<file path="config.mk">
export PLATFORM = sky130hd
export DESIGN_NAME = cache_port_arbiter
export DESIGN_NICKNAME = d
export VERILOG_FILES = /design/src/rtl/cache_port_arbiter_pkg.sv /design/src/rtl/cache_port_arbiter_rr_arb2.sv /design/src/rtl/cache_port_arbiter.sv
export SDC_FILE = /design/constraint.sdc
export NUM_CORES = 1
export LEC_CHECK = 0
export CAP_MARGIN = 40
export CORE_MARGIN = 2
export CORE_UTILIZATION = 39
export CTS_BUF_LIST = sky130_fd_sc_hd__clkbuf_4 sky130_fd_sc_hd__clkbuf_8 sky130_fd_sc_hd__clkbuf_16
export CTS_CLUSTER_SIZE = 20
export DETAILED_ROUTE_END_ITERATION = 8
export PLACE_DENSITY = 0.83
export SLEW_MARGIN = 5
export SYNTH_ARGS = -nofsm -noshare
export SYNTH_HDL_FRONTEND = slang
export SYNTH_SLANG_ARGS = --single-unit
</file>
<file path="constraint.sdc">
create_clock -name clk -period 1.7 [get_ports clk]
set_input_delay 0.255 -clock clk [delete_from_list [all_inputs] [get_ports clk]]
set_output_delay 0.255 -clock clk [all_outputs]
set_load 0.1 [all_outputs]
</file>
<file path="src/rtl/cache_port_arbiter_pkg.sv">
// Shared types and constants for the two-port cache arbiter.
package cache_port_arbiter_pkg;

    typedef enum logic [2:0] {
        ST_IDLE,
        ST_LOOKUP,
        ST_WAIT,
        ST_MEM,
        ST_FILL,
        ST_RESP
    } state_e;

    localparam logic PORT_A     = 1'b0;
    localparam logic PORT_B     = 1'b1;
    localparam int   MISS_CNT_W = 8;

endpackage

</file>
<file path="src/rtl/cache_port_arbiter_rr_arb2.sv">
// Two-way round-robin grant; the pointer remembers the last granted port.
module cache_port_arbiter_rr_arb2
    import cache_port_arbiter_pkg::*;
(
    input  logic clk,
    input  logic rst_n,
    input  logic en_i,
    input  logic req_a_i,
    input  logic req_b_i,
    output logic gnt_valid_o,
    output logic gnt_id_o
);

    logic last_q;
    logic last_d;

    always_comb begin
        gnt_id_o = PORT_A;
        if (req_a_i && req_b_i) begin
            gnt_id_o = ~last_q;
        end else if (req_b_i) begin
            gnt_id_o = PORT_B;
        end
        gnt_valid_o = en_i && (req_a_i || req_b_i);
        last_d      = gnt_valid_o ? gnt_id_o : last_q;
    end

    // Reset as if B went last so A wins the first contention.
    always_ff @(posedge clk or negedge rst_n) begin
        if (!rst_n) begin
            last_q <= PORT_B;
        end else begin
            last_q <= last_d;
        end
    end

endmodule

</file>
<file path="src/rtl/cache_port_arbiter.sv">
// Two-port cache front end: round-robin accept, cache lookup, read-miss fill
// and write-through to backing memory, one request in flight.
module cache_port_arbiter
    import cache_port_arbiter_pkg::*;
#(
    parameter int ADDR_W    = 2,
    parameter int DATA_W    = 2,
    parameter int CACHE_LAT = 1
) (
    input  logic                  clk,
    input  logic                  rst_n,
    input  logic                  a_valid,
    input  logic                  a_rw,
    input  logic [ADDR_W-1:0]     a_addr,
    input  logic [DATA_W-1:0]     a_wdata,
    output logic                  a_ready,
    input  logic                  b_valid,
    input  logic                  b_rw,
    input  logic [ADDR_W-1:0]     b_addr,
    input  logic [DATA_W-1:0]     b_wdata,
    output logic                  b_ready,
    output logic                  resp_valid,
    output logic                  resp_id,
    output logic                  resp_hit,
    output logic [DATA_W-1:0]     resp_data,
    output logic                  c_valid,
    output logic                  c_rw,
    output logic [ADDR_W-1:0]     c_addr,
    output logic [DATA_W-1:0]     c_wdata,
    input  logic                  c_hit,
    input  logic [DATA_W-1:0]     c_rdata,
    output logic                  mem_req,
    output logic                  mem_we,
    output logic [ADDR_W-1:0]     mem_addr,
    output logic [DATA_W-1:0]     mem_wdata,
    input  logic                  mem_ack,
    input  logic [DATA_W-1:0]     mem_rdata,
    output logic [MISS_CNT_W-1:0] miss_cnt
);

    // state  | meaning
    // IDLE   | grant a port, latch its request
    // LOOKUP | one-cycle cache strobe with the latched request
    // WAIT   | count CACHE_LAT cycles, then sample hit/data
    // MEM    | read fill or write-through, held until ack
    // FILL   | write fetched data into the cache
    // RESP   | one-cycle response pulse

    localparam int LAT_W = (CACHE_LAT > 1) ? $clog2(CACHE_LAT) : 1;

    state_e                  state_q, state_d;
    logic                    run_q;
    logic                    rw_q, rw_d;
    logic                    id_q, id_d;
    logic                    hit_q, hit_d;
    logic [ADDR_W-1:0]       addr_q, addr_d;
    logic [DATA_W-1:0]       wdata_q, wdata_d;
    logic [DATA_W-1:0]       data_q, data_d;
    logic [LAT_W-1:0]        lat_q, lat_d;
    logic [MISS_CNT_W-1:0]   miss_q, miss_d;
    logic                    arb_en;
    logic                    gnt_valid;
    logic                    gnt_id;

    // run_q keeps ready low while reset is asserted.
    assign arb_en   = (state_q == ST_IDLE) && run_q;
    assign miss_cnt = miss_q;

    cache_port_arbiter_rr_arb2 u_arb (
        .clk         (clk),
        .rst_n       (rst_n),
        .en_i        (arb_en),
        .req_a_i     (a_valid),
        .req_b_i     (b_valid),
        .gnt_valid_o (gnt_valid),
        .gnt_id_o    (gnt_id)
    );

    always_comb begin
        state_d    = state_q;
        rw_d       = rw_q;
        id_d       = id_q;
        hit_d      = hit_q;
        addr_d     = addr_q;
        wdata_d    = wdata_q;
        data_d     = data_q;
        lat_d      = lat_q;
        miss_d     = miss_q;
        a_ready    = 1'b0;
        b_ready    = 1'b0;
        resp_valid = 1'b0;
        resp_id    = 1'b0;
        resp_hit   = 1'b0;
        resp_data  = '0;
        c_valid    = 1'b0;
        c_rw       = 1'b0;
        c_addr     = '0;
        c_wdata    = '0;
        mem_req    = 1'b0;
        mem_we     = 1'b0;
        mem_addr   = '0;
        mem_wdata  = '0;

        case (state_q)
            ST_IDLE: begin
                if (gnt_valid) begin
                    a_ready = (gnt_id == PORT_A);
                    b_ready = (gnt_id == PORT_B);
                    id_d    = gnt_id;
                    rw_d    = (gnt_id == PORT_B) ? b_rw    : a_rw;
                    addr_d  = (gnt_id == PORT_B) ? b_addr  : a_addr;
                    wdata_d = (gnt_id == PORT_B) ? b_wdata : a_wdata;
                    data_d  = '0;
                    hit_d   = 1'b0;
                    state_d = ST_LOOKUP;
                end
            end
            ST_LOOKUP: begin
                c_valid = 1'b1;
                c_rw    = rw_q;
                c_addr  = addr_q;
                c_wdata = rw_q ? wdata_q : '0;
                lat_d   = LAT_W'(CACHE_LAT - 1);
                state_d = ST_WAIT;
            end
            ST_WAIT: begin
                if (lat_q == '0) begin
                    hit_d = c_hit;
                    if (!c_hit && (miss_q != '1)) begin
                        miss_d = miss_q + 1'b1;
                    end
                    if (!rw_q && c_hit) begin
                        data_d  = c_rdata;
                        state_d = ST_RESP;
                    end else begin
                        state_d = ST_MEM;
                    end
                end else begin
                    lat_d = lat_q - 1'b1;
                end
            end
            ST_MEM: begin
                mem_req   = 1'b1;
                mem_we    = rw_q;
                mem_addr  = addr_q;
                mem_wdata = rw_q ? wdata_q : '0;
                if (mem_ack) begin
                    if (rw_q) begin
                        state_d = ST_RESP;
                    end else begin
                        data_d  = mem_rdata;
                        state_d = ST_FILL;
                    end
                end
            end
            ST_FILL: begin
                c_valid = 1'b1;
                c_rw    = 1'b1;
                c_addr  = addr_q;
                c_wdata = data_q;
                state_d = ST_RESP;
            end
            ST_RESP: begin
                resp_valid = 1'b1;
                resp_id    = id_q;
                resp_hit   = hit_q;
                resp_data  = rw_q ? '0 : data_q;
                state_d    = ST_IDLE;
            end
            default: state_d = ST_IDLE;
        endcase
    end

    always_ff @(posedge clk or negedge rst_n) begin
        if (!rst_n) begin
            state_q <= ST_IDLE;
            run_q   <= 1'b0;
            rw_q    <= 1'b0;
            id_q    <= PORT_A;
            hit_q   <= 1'b0;
            addr_q  <= '0;
            wdata_q <= '0;
            data_q  <= '0;
            lat_q   <= '0;
            miss_q  <= '0;
        end else begin
            state_q <= state_d;
            run_q   <= 1'b1;
            rw_q    <= rw_d;
            id_q    <= id_d;
            hit_q   <= hit_d;
            addr_q  <= addr_d;
            wdata_q <= wdata_d;
            data_q  <= data_d;
            lat_q   <= lat_d;
            miss_q  <= miss_d;
        end
    end

endmodule

</file>
==> summary.txt <==
Outcome
  • Outcome: finished with violations
  • Failing checks: setup timing

Timing
  • Min cycle time layout: 1910 ps
  • Final period util: 112%
  • Final hold vios: 0
  • Setup-failing EPs final: 23
  • Worst setup margin: -211 ps
  • Final slew viol count: 0
  • Fmax: 523 MHz
  • RSZ-0062 raised after global routing: true
  • Final Skew: 8.56 ps

Detailed routing
  • Total Wirelength: 5.28 mm
  • DRT Pass-1 Iters: 4
  • DRC Markers: 0
  • Vias per cell: 5.75
  • Routed WL per cell: 21.7 µm
  • Antenna viol nets, final: 0
  • Detailed Route Iter0 Violations: 85
  • Vias: 1,398

Pwr
  • Reg power frac: 21.3%
  • Int Pwr: 0.00234 W
  • Switching part of the total: 50.8%
  • Clk pwr share: 6.4%
  • Switch Pwr: 0.00241 W
  • PwrDens: 1850 mW/mm²
  • LEAKAGE: 1.12 nW
  • Comb power frac: 72.3%
  • VDD IR max: 1390 µV

Logic synthesis
  • Compound-gate portion of the synthesized area: 13.6%
  • Post-synthesis xor/xnor area fraction: 2.88%
  • Register area share after synthesis: 45.4%
  • Combinational family with the most area after synthesis: simple AND/OR/NAND/NOR gates
  • Number of flops mapped to enable cells by yosys: 0
  • Synth Area in Simple Gates: 23.5%
  • Top-count cell post-synth: dfrtp_1
  • Synth top area cells: dfrtp_1, mux2i_1, nand2_1
  • Yosys top cell area share: 43.3%
  • Top FF cell, synth: dfrtp_1
  • Post-synthesis cell type count: 36
  • Net Count, Synth: 148
  • Mapped Avg Cell Area: 9.57 µm²
  • Mux contribution to synthesized area: 11.3%
  • Seq cells post-synth: 22
  • FFs w/ async S/R, synth: 100%
  • Synthesized area: 0.00121 mm²
  • Synth top cells by count: dfrtp_1, nand2_1, nor2_1
  • Yosys warning count: 0
  • Adder-Cell Fraction of Synth Area: 1.03%
  • Post-Synthesis Cells: 127
  • Cell accounting for the most synthesized area: dfrtp_1

GRT
  • Vias in the first global route: 1,373
  • Largest net degree at the start of global routing: 23
  • Initial antenna violation count: 0
  • GRT Overall Usage: 27.1%
  • First-pass GRT wire length: 7.11 mm
  • Global route overflow: 0

Die
  • DIE HEIGHT: 59.8 µm
  • Die X: 59.8 µm
  • Die Area: 0.00358 mm²
  • Row cnt: 20
  • Core Region: 0.00300 mm²
  • I/O pins: 47
  • Initial core utilization: 40.5%

Critical path
  • Critical path peak fanout: 4
  • Crit. End Element: primary output
  • Critical Path Source Type: flop
  • Reg2Reg Depth: 6
  • CP required: 1440 ps
  • Crit path DAT: 1660 ps
  • Critical path class: flop to primary output

Cells and area
  • Antenna diodes: 0
  • Layout cells sized above 1: 57.6%
  • Layout filler cell count: 142
  • Final #Nets: 232
  • Post-route cell area: 0.00257 mm²
  • Layout area overhead: 112%

Clock network
  • H-tree Lvls: 1
  • Worst-path clk slew: 130 ps
  • Root Driver: clkbuf_4
  • CTS buffer count: 3
  • Clk sink count: 22
  • Clk buf depth: 2
  • CTS tree: built
  • Skew-Pair Late Insertion Delay: 320 ps

Placement
  • Routability cong.: 0.820
  • Pre-CTS setup slack: -313 ps
  • Number of port buffers: 46
  • Placed inst area: 0.00223 mm²
  • DP HPWL: 3.22 mm

Run
  • Max_cap viols: 0

Hold path
  • Worst Hold Class: primary input to async pin
flip-flops by register name, summed over array words and instances (netlist names):
| signal | count |
|---|---|
| run_q | 1 |
| rw_q | 1 |
| miss_cnt | 8 |
| hit_q | 1 |
| state_q | 3 |
| data_q | 2 |
| wdata_q | 2 |
| u_arb.last_q | 1 |
| addr_q | 2 |
| id_q | 1 |
what timing repair did:
action                                  4_1_cts  5_1_grt
gates resized for setup                      22       17
hold buffers                                  0        0
endpoints found under the setup margin       20       24
buffers inserted                             10        9
pin swaps                                    13       11
cells in the final DEF (no fill, tap or decap), drive strengths merged:
| master | Yosys | final |
|---|---|---|
| dfstp | 1 | 1 |
| a31oi | 2 | 2 |
| a21boi | 1 | 1 |
| nand2 | 16 | 16 |
| nand4 | 3 | 3 |
| clkbuf | 3 | 4 |
| nand4b | 1 | 1 |
| and3 | 7 | 7 |
| a32o | 1 | 1 |
| dfrtp | 21 | 21 |
| a32oi | 1 | 1 |
| nand2b | 4 | 4 |
| inv | 1 | 2 |
| xor2 | 1 | 1 |
| nor3 | 1 | 1 |
| xnor2 | 3 | 3 |
| o21a | 4 | 4 |
| conb | 1 | 1 |
| buf | 1 | 64 |
| a21oi | 5 | 5 |
| o21ai | 7 | 7 |
| and2 | 6 | 6 |
| mux2i | 7 | 7 |
| mux2 | 6 | 6 |
| o22ai | 1 | 1 |
| nand3 | 2 | 2 |
| clkdlybuf4s50 | 0 | 19 |
| or2 | 1 | 1 |
| ha | 1 | 1 |
| nor2b | 2 | 2 |
| a2111o | 1 | 1 |
| nor2 | 11 | 11 |
| nor4b | 1 | 1 |
| a21o | 2 | 2 |
path summary, 6_finish.rpt:
path / slack (ps) / start / end
min in group clk: 530 / u_arb.last_q$_DFFE_PN1P_ / u_arb.last_q$_DFFE_PN1P_
min: 260 / rst_n / miss_cnt[1]$_DFFE_PN0P_
min reg2reg: 530 / u_arb.last_q$_DFFE_PN1P_ / u_arb.last_q$_DFFE_PN1P_
max: -210 / state_q[0]$_DFFE_PN0P_ / c_wdata[1]
max reg2reg: -90 / state_q[0]$_DFFE_PN0P_ / miss_cnt[6]$_DFFE_PN0P_
max in group asynchronous: 1140 / rst_n / u_arb.last_q$_DFFE_PN1P_
final cells by class:
cell class              instances  area, µm²  share of cell area, %
well taps                      33       41.3                   1.61
clock buffers                   4       36.3                   1.41
flip-flops and latches         22        569                   22.1
multi-input cells              99        848                   33.0
inverters                       2       15.0                  0.584
repair buffers                 83       1060                   41.3
metal layers:
| layer | share of wire (%) | global-route usage [%] | vias to the layer above |
|---|---|---|---|
| li1 | - | - | 612 |
| met1 | 39 | 34.7 | 714 |
| met2 | 53 | 46.4 | 56 |
| met3 | 4.4 | 2.16 | 16 |
| met4 | 3.5 | 12.4 | 0 |
| met5 | 0 | 0 | - |
power by group through the flow:
stage                     clock [W]  combinational, W  sequential (W)
final                      0.000303           0.00343         0.00101
after global placement            0           0.00271        0.000946
after global routing       0.000323           0.00355         0.00102
after floorplan                   0           0.00141         0.00126
after CTS                  0.000302           0.00309        0.000964
after detailed placement          0           0.00281        0.000973
cell families (layout without fill, tap and decap cells):
| logic type | Yosys count | in the layout |
|---|---|---|
| muxes | 13 | 13 |
| buffers and inverters | 6 | 89 |
| AOI/OAI and AO/OA | 25 | 25 |
| DFF | 22 | 22 |
| and+or+nand+nor | 55 | 55 |
| xor gates and xnor gates | 4 | 4 |
| other | 1 | 1 |
| adders and majority gates | 1 | 1 |
worst max-delay path, stage by stage, from the launching register on:
cell and delay (ps):
dfrtp_1 450, buf_4 180, buf_4 140, nand4b_1 150
a21oi_2 220, buf_12 200
through the flow:
stage,hold slack (ps),power (W),util (%),std cells,setup TNS [ps]
after floorplan,-40.6,0.00267,-,127,-2490
after global placement,461,0.00366,74.3,220,-981
after detailed placement,478,0.00378,74.3,220,-1440
after CTS,273,0.00436,81.0,234,-1660
after global routing,296,0.00490,85.7,243,-3910
final,262,0.00475,85.7,243,-2850
(Power assumes the default switching activity.)
